--- src/rtl/seq_det_prog.sv ---
// seq_det_prog: serial bit-pattern detector with a runtime-loadable pattern and
// don't-care mask, selectable overlapping/non-overlapping detection, and a
// registered one-cycle match pulse.
// Optional saturating match counter enabled by defining SEQ_DET_PROG_CNT_EN;
// without it the count port is tied to zero and cnt_clr is ignored.
module seq_det_prog #(
  parameter int                 PAT_LEN  = 3,
  parameter logic [PAT_LEN-1:0] RST_PAT  = PAT_LEN'(3'b101),
  parameter logic [PAT_LEN-1:0] RST_MASK = '1,
  parameter int                 CNT_W    = 8
) (
  input  logic               clk,
  input  logic               rst,
  input  logic               in_valid,
  input  logic               in,
  input  logic               overlap,
  input  logic               pat_load,
  input  logic [PAT_LEN-1:0] pat_in,
  input  logic [PAT_LEN-1:0] mask_in,
  input  logic               cnt_clr,
  output logic               out,
  output logic [CNT_W-1:0]   count
);

  localparam int FILL_W = $clog2(PAT_LEN + 1);
  localparam logic [FILL_W-1:0] FULL = FILL_W'(PAT_LEN);

  // FILL while fewer than PAT_LEN valid bits are held; ARMED once the history is full
  typedef enum logic {FILL, ARMED} state_t;

  state_t             state_reg, state_next;
  logic [PAT_LEN-1:0] pat_reg, pat_next;
  logic [PAT_LEN-1:0] mask_reg, mask_next;
  logic [PAT_LEN-1:0] hist_reg, hist_next;
  logic [FILL_W-1:0]  fill_reg, fill_next;
  logic               out_reg, out_next;

  logic [PAT_LEN-1:0] shifted;
  logic [FILL_W-1:0]  fill_inc;
  logic               match;

  // Next-state logic: a load wins over a same-cycle data bit; idle cycles hold everything
  always_comb begin
    state_next = state_reg;
    pat_next   = pat_reg;
    mask_next  = mask_reg;
    hist_next  = hist_reg;
    fill_next  = fill_reg;
    match      = 1'b0;
    shifted    = {hist_reg[PAT_LEN-2:0], in};
    fill_inc   = (fill_reg == FULL) ? FULL : fill_reg + FILL_W'(1);

    if (pat_load) begin
      pat_next   = pat_in;
      mask_next  = mask_in;
      hist_next  = '0;
      fill_next  = '0;
      state_next = FILL;
    end else if (in_valid) begin
      hist_next  = shifted;
      fill_next  = fill_inc;
      state_next = (fill_inc == FULL) ? ARMED : FILL;
      // Only compare once the history window holds PAT_LEN real bits
      match = (state_next == ARMED) && (((shifted ^ pat_reg) & mask_reg) == '0);
      if (match && !overlap) begin
        // Non-overlapping: the next match must be built from PAT_LEN fresh bits
        fill_next  = '0;
        state_next = FILL;
      end
    end

    out_next = match;
  end

  // Detector state registers with asynchronous active-low reset
  always_ff @(posedge clk or negedge rst) begin
    if (!rst) begin
      state_reg <= FILL;
      pat_reg   <= RST_PAT;
      mask_reg  <= RST_MASK;
      hist_reg  <= '0;
      fill_reg  <= '0;
      out_reg   <= 1'b0;
    end else begin
      state_reg <= state_next;
      pat_reg   <= pat_next;
      mask_reg  <= mask_next;
      hist_reg  <= hist_next;
      fill_reg  <= fill_next;
      out_reg   <= out_next;
    end
  end

  assign out = out_reg;

`ifdef SEQ_DET_PROG_CNT_EN
  logic [CNT_W-1:0] count_reg;

  // Saturating match counter; a clear beats a same-cycle match
  always_ff @(posedge clk or negedge rst) begin
    if (!rst) begin
      count_reg <= '0;
    end else if (cnt_clr) begin
      count_reg <= '0;
    end else if (out_next && (count_reg != {CNT_W{1'b1}})) begin
      count_reg <= count_reg + CNT_W'(1);
    end
  end

  assign count = count_reg;
`else
  // Counter not built: the port stays at zero and the clear strobe has no effect
  logic unused_cnt_clr;
  assign unused_cnt_clr = cnt_clr;
  assign count = '0;
`endif

endmodule

--- config.mk ---
export PLATFORM = sky130hd
export DESIGN_NAME = seq_det_prog
export DESIGN_NICKNAME = d
export VERILOG_FILES = /design/src/rtl/seq_det_prog.sv
export SDC_FILE = /design/constraint.sdc
export NUM_CORES = 1
export LEC_CHECK = 0
export CAP_MARGIN = 20
export CORE_AREA = 2 2 39 41
export DETAILED_ROUTE_END_ITERATION = 10
export DIE_AREA = 0 0 41 43
export DONT_BUFFER_PORTS = 1
export PLACE_DENSITY = 0.6
export SETUP_SLACK_MARGIN = 0.05
export SKIP_LAST_GASP = 1
export SLEW_MARGIN = 15
export SYNTH_ARGS = -nofsm -noshare
export SYNTH_HDL_FRONTEND = slang
export SYNTH_SLANG_ARGS = --single-unit
--- constraint.sdc ---
create_clock -name clk -period 2.1 [get_ports clk]
set_clock_uncertainty 0.1 [all_clocks]
set_input_delay 0.315 -clock clk [delete_from_list [all_inputs] [get_ports clk]]
set_output_delay 0.315 -clock clk [all_outputs]
set_load 0.005 [all_outputs]
==> results of run 1 <==
==> worst min-delay path by stage <==
stage	from	to	slack, ns	cells past startpoint
floorplan	rst	fill_reg[0]	-0.08	0
global placement	rst	fill_reg[0]	-0.08	0
detailed placement	rst	fill_reg[0]	-0.08	0
CTS	pat_load	hist_reg[1]	0.002	1
global route	pat_load	hist_reg[1]	0.0006	1
finish	pat_load	hist_reg[1]	0.01	1
==> where the power goes <==
part           switching, mW  internal (mW)
clock                 0.0640         0.0733
combinational         0.0180         0.0244
sequential           0.00992          0.236
total                 0.0920          0.333
==> through the flow <==
| stage | power (mW) | setup slack, ns | hold WS, ns | instance area (um2) |
|---|---|---|---|---|
| 5_1_grt | 0.453 | 0.657 | 0.000646 | 561 |
| 3_3_place_gp | 0.285 | 0.718 | -0.0803 | 514 |
| 3_5_place_dp | 0.286 | 0.709 | -0.0804 | 514 |
| 6_report | 0.425 | 0.718 | 0.0131 | 561 |
| 4_1_cts | 0.435 | 0.700 | 0.00186 | 561 |
| 2_1_floorplan | 0.296 | 0.825 | -0.0806 | 564 |
==> cells in the mapped netlist, drive strengths merged <==
cell	count	area, um2
dfstp	5	131
dfrtp	6	150
mux2i	2	20.0
a22oi	1	7.51
nand4	1	6.26
nand2	2	7.51
nor2	6	22.5
o21a	2	15.0
nor3	1	5.00
mux2	6	67.6
xor2	3	26.3
a21oi	1	5.00
conb	1	3.75
buf	10	70.1
==> cell families after synthesis <==
kind of cell,after synthesis
compound gates,4
xor+xnor,3
buf+inv,10
flops,11
mux,8
other cells,1
simple gates,10
==> layer usage <==
layer | GRT usage [%] | part of all wire, % | vias up
li1 | - | - | 144
met3 | 3.14 | 13 | 2
met5 | 0 | 0 | -
met2 | 14.1 | 47 | 16
met4 | 12.0 | 1.9 | 0
met1 | 13.7 | 38 | 146
==> layout make-up <==
class,instances,area (um2)
Multi-Input combinational cell,33,213
Clock buffer,4,26.3
Timing Repair Buffer,2,20.0
Tap cell,16,20.0
Fill cell,147,823
Sequential cell,11,282
==> results_dict.tcl, run 1 <==
set metrics [dict create \
    path_buf_inv 0 \
    reg2reg_to "fill_reg[1]" \
    timing.rr.start "pat_reg[2]" \
    hold_viol_final 0 \
    n_antenna_cell 0 \
    timing_worst_setup_path_type "reg -> reg" \
    vias 308 \
    post-route-util_pct 40.5 \
    syn_area_per_cell_um2 11.4 \
    critPathLaunch "pat_reg[2]" \
    clkLatencyLatePin_ns 0.26 \
    numCtsBuffers 3 \
    power_density_mw_per_mm2 759 \
    start_util_pct 38.9 \
    ys_warn_count 0 \
    critPathMaxStageDelay_ns 0.53 \
    cp_top_family "flip-flops" \
    r2r_cells 4 \
    cp.depth 4 \
    setup_tns_ns 0 \
    end_kind "register" \
    synthCells 47 \
    drt_iter0_markers 0 \
    cp_data_arrival_time_ns 1.43 \
    wl_per_cell_um 10.9 \
    gp_congestion 0.656 \
    grt_overflow 0 \
    final_common_cell "conb_1" \
    dp.cells 60 \
    final_cell_mix "8 x conb_1, 6 x nor2_1, 6 x mux2_2, 6 x dfrtp_1, 5 x dfstp_2" \
    fin_cells 66 \
    clock_path_buffers 2 \
    worstPathCellList "xor2_1, a22oi_1, nand4_1, o21a_1" \
    r2r_slack_ns 0.72 \
    drv_cap 0 \
    synth_area_um2 538 \
    fin_crit_ns 1.38 \
    ys_seq_area_share_pct 52.3 \
    cts-hold-fix-buffers 2 \
    cts_root_buf "clkbuf_4" \
    worstSetupStartpointType "register" \
    clock-sinks 11 \
    synth_top_family_by_area "multiplexers" \
    die_area_mm2 0.00176 \
    ys_ff_latch 11 \
    routed_via_density 4.67 \
    synthMuxAreaShare_pct 16.3 \
    post_cts_resized 0 \
    grt_pass1_wl_um 1250 \
    clkSlewWorstSetupHoldPaths_ns 0.07 \
    fmax_ghz 0.724 \
    worstHoldPathType "in -> reg" \
    die_width_um 41 \
    worstPathMaxFanout 3 \
    first_pass_iters 1 \
    synth_compound_area_share_pct 5.12 \
    grt_pass1_vias 310 \
    yosys.area_share.adder_pct 0 \
    ios 22 \
    grt_use_total_pct 11.2 \
    nets 64 \
    drt_drc_violations_left 0 \
    p_leak_nw 0.257 \
    crit_path_top_delay_cell "dfstp_2" \
    setup_viol 0 \
    crit_required_ns 2.15 \
    synth_xor_area_share_pct 4.88 \
    outcome "complete, no violations" \
    die_h_um 43 \
    syn_to_final_growth_pct 4.19 \
    cts_tree "built" \
    port_buffers 0 \
    post-cts-setup-buffers 0 \
    cts_max_level 1 \
    totalWireLength_um 719 \
    slew_viol_final 0 \
    rsz0062_at_grt "false" \
    grt_antenna_before_repair 0 \
    crit_end "fill_reg[1]" \
    peakVddDrop_uv 367 \
    synth.distinct_cells 15 \
    core-area_mm2 0.00138 \
    drive_above_1_share_pct 28.0 \
    fp-row-count 14 \
    grt_start_max_net_pins 12 \
    min_period_over_period_pct 65.8 \
    yosys.area_share.simple_pct 7.67 \
    antenna_left 0 \
]
Note: power is estimated with default switching activity, not from simulation.
==> run 2, diff against run 1 <==
- clock period: 2.1 -> 1.3 ns (I/O delays scaled with it)
==> results_dict.tcl, run 2 (synthesis results as in run 1) <==
set metrics [dict create \
    syn_to_final_growth_pct 21.4 \
    grt_use_total_pct 11.8 \
    rsz0062_at_grt "true" \
    seq_power_share_pct 55.5 \
    die_width_um 41 \
    grt_pass1_wl_um 1330 \
    multi_input_area_um2 213 \
    dp.cells 60 \
    cts_tree "built" \
    crit_path_top_delay_cell "dfstp_2" \
    core-area_mm2 0.00138 \
    n_antenna_cell 0 \
    power_density_mw_per_mm2 1100 \
    slew_viol_final 0 \
    grt_pass1_vias 331 \
    drt_drc_violations_left 0 \
    critPathLaunch "pat_reg[2]" \
    timing_worst_setup_path_type "reg -> reg" \
    drv_cap 0 \
    die_h_um 43 \
    violations "setup timing" \
    cp_top_family "flip-flops" \
    holdCritStartpoint "in_valid" \
    min_period_over_period_pct 103 \
    worstPathMaxFanout 3 \
    final_common_cell "dlygate4sd3_1" \
    peakVddDrop_uv 596 \
    vias 337 \
    hold_viol_final 0 \
    switching_share_pct 22.3 \
    cts_root_buf "clkbuf_4" \
    clock_path_buffers 2 \
    end_kind "register" \
    setup_slack_ns -0.0389 \
    worstHoldPathType "in -> reg" \
    clkSlewWorstSetupHoldPaths_ns 0.07 \
    ios 22 \
    gp_congestion 0.608 \
    first_pass_iters 4 \
    num-fill-cells 135 \
    drive_above_1_share_pct 23.7 \
    path_buf_inv 0 \
    crit_required_ns 1.36 \
    grt_antenna_before_repair 0 \
    nets 73 \
    cp_data_arrival_time_ns 1.40 \
    final_cell_mix "10 x dlygate4sd3_1, 8 x conb_1, 6 x nor2_1, 6 x mux2_2, 6 x dfrtp_1" \
    clock-sinks 11 \
    final_cell_area_um2 653 \
    drt_iter0_markers 7 \
    placedInstanceArea_um2 514 \
    outcome "finished with violations" \
    grt_overflow 0 \
    post-route-util_pct 47.2 \
    routed_via_density 4.49 \
    grt_start_max_net_pins 12 \
    p_comb_share_pct 13.6 \
    worstPathCellList "xor2_1, a22oi_1, nand4_1, o21a_1" \
    timing.rr.start "pat_reg[2]" \
    p_clk_share_pct 31.0 \
    die_area_mm2 0.00176 \
    setup_viol 2 \
    fmax_ghz 0.747 \
    p_leak_nw 0.305 \
    netSwitchingPower_mw 0.160 \
    fin_crit_ns 1.34 \
    critPathMaxStageDelay_ns 0.54 \
    regArea_um2 282 \
    clkLatencyLatePin_ns 0.26 \
    antenna_left 0 \
    wl_per_cell_um 10.5 \
    fin_cells 75 \
    cts_max_level 1 \
    start_util_pct 38.9 \
    post-cts-setup-buffers 0 \
    fp-row-count 14 \
    preCtsSetupSlack_ns -0.0495 \
    intPower_mw 0.557 \
    port_buffers 0 \
    numCtsBuffers 3 \
    totalWireLength_um 789 \
    worstSetupStartpointType "register" \
]
==> run 2: cell types whose count changed in the layout (fill, tap and decap cells not counted), sizes merged <==
| cell | delta |
|---|---|
| dlygate4sd3 | +8 |
| dlymetal6s4s | +1 |
==> run 2: power groups by stage <==
stage / registers [mW] / clock network (mW) / logic (mW)
finish: 0.397 / 0.222 / 0.0972
global route: 0.400 / 0.254 / 0.110
CTS: 0.398 / 0.234 / 0.0977
detailed placement: 0.404 / 0 / 0.0586
global placement: 0.403 / 0 / 0.0576
floorplan: 0.399 / 0 / 0.0788
==> run 2: final timing paths <==
check / endpoint / slack [ns] / depth (start not counted)
worst max register to register: fill_reg[0] / -0.04 / 4
worst min register to register: pat_reg[1] / 0.44 / 1
max in group asynchronous: mask_reg[2] / 0.51 / 1
worst min-delay path: out / 0.04 / 2
worst max-delay path: fill_reg[0] / -0.04 / 4
min in group asynchronous: fill_reg[1] / 0.23 / 1
==> run 2: metal layers <==
metal	track usage (%)	share of wire [%]	wire, um	vias to the layer above
li1	-	-	-	167
met1	14.8	46	362	157
met2	15.9	47	368	13
met3	4.71	7.4	58	0
met4	8.00	0	0	0
met5	0	0	0	-
==> run 2: worst register-to-register path, cell delays in order, from the launching register on <==
cell     delay (ns)
dfstp_2        0.54
xor2_1         0.06
a22oi_1        0.17
nand4_1        0.16
o21a_1         0.21
==> run 2: timing repair <==
action | 4_1_cts | 5_1_grt
endpoints found under the hold margin | 22 | 0
setup endpoints to repair | 2 | 9
hold buffers | 11 | 0
resized for setup | 0 | 1
==> run 2: cell type report <==
| cell class | count | share of cell area (%) |
|---|---|---|
| multi-input combinational | 33 | 32.6 |
| timing repair buffer | 11 | 17.2 |
| sequential | 11 | 43.1 |
| tap | 16 | 3.07 |
| clock buffer | 4 | 4.02 |
==> run 2: through the flow <==
step                power (mW)  setup TNS (ns)  hold WS [ns]
floorplan                0.478               0        -0.201
global placement         0.461         -0.0635        -0.200
detailed placement       0.463         -0.0944        -0.200
CTS                      0.730          -0.178        0.0316
global route             0.764          -0.158        0.0306
finish                   0.716         -0.0698        0.0442
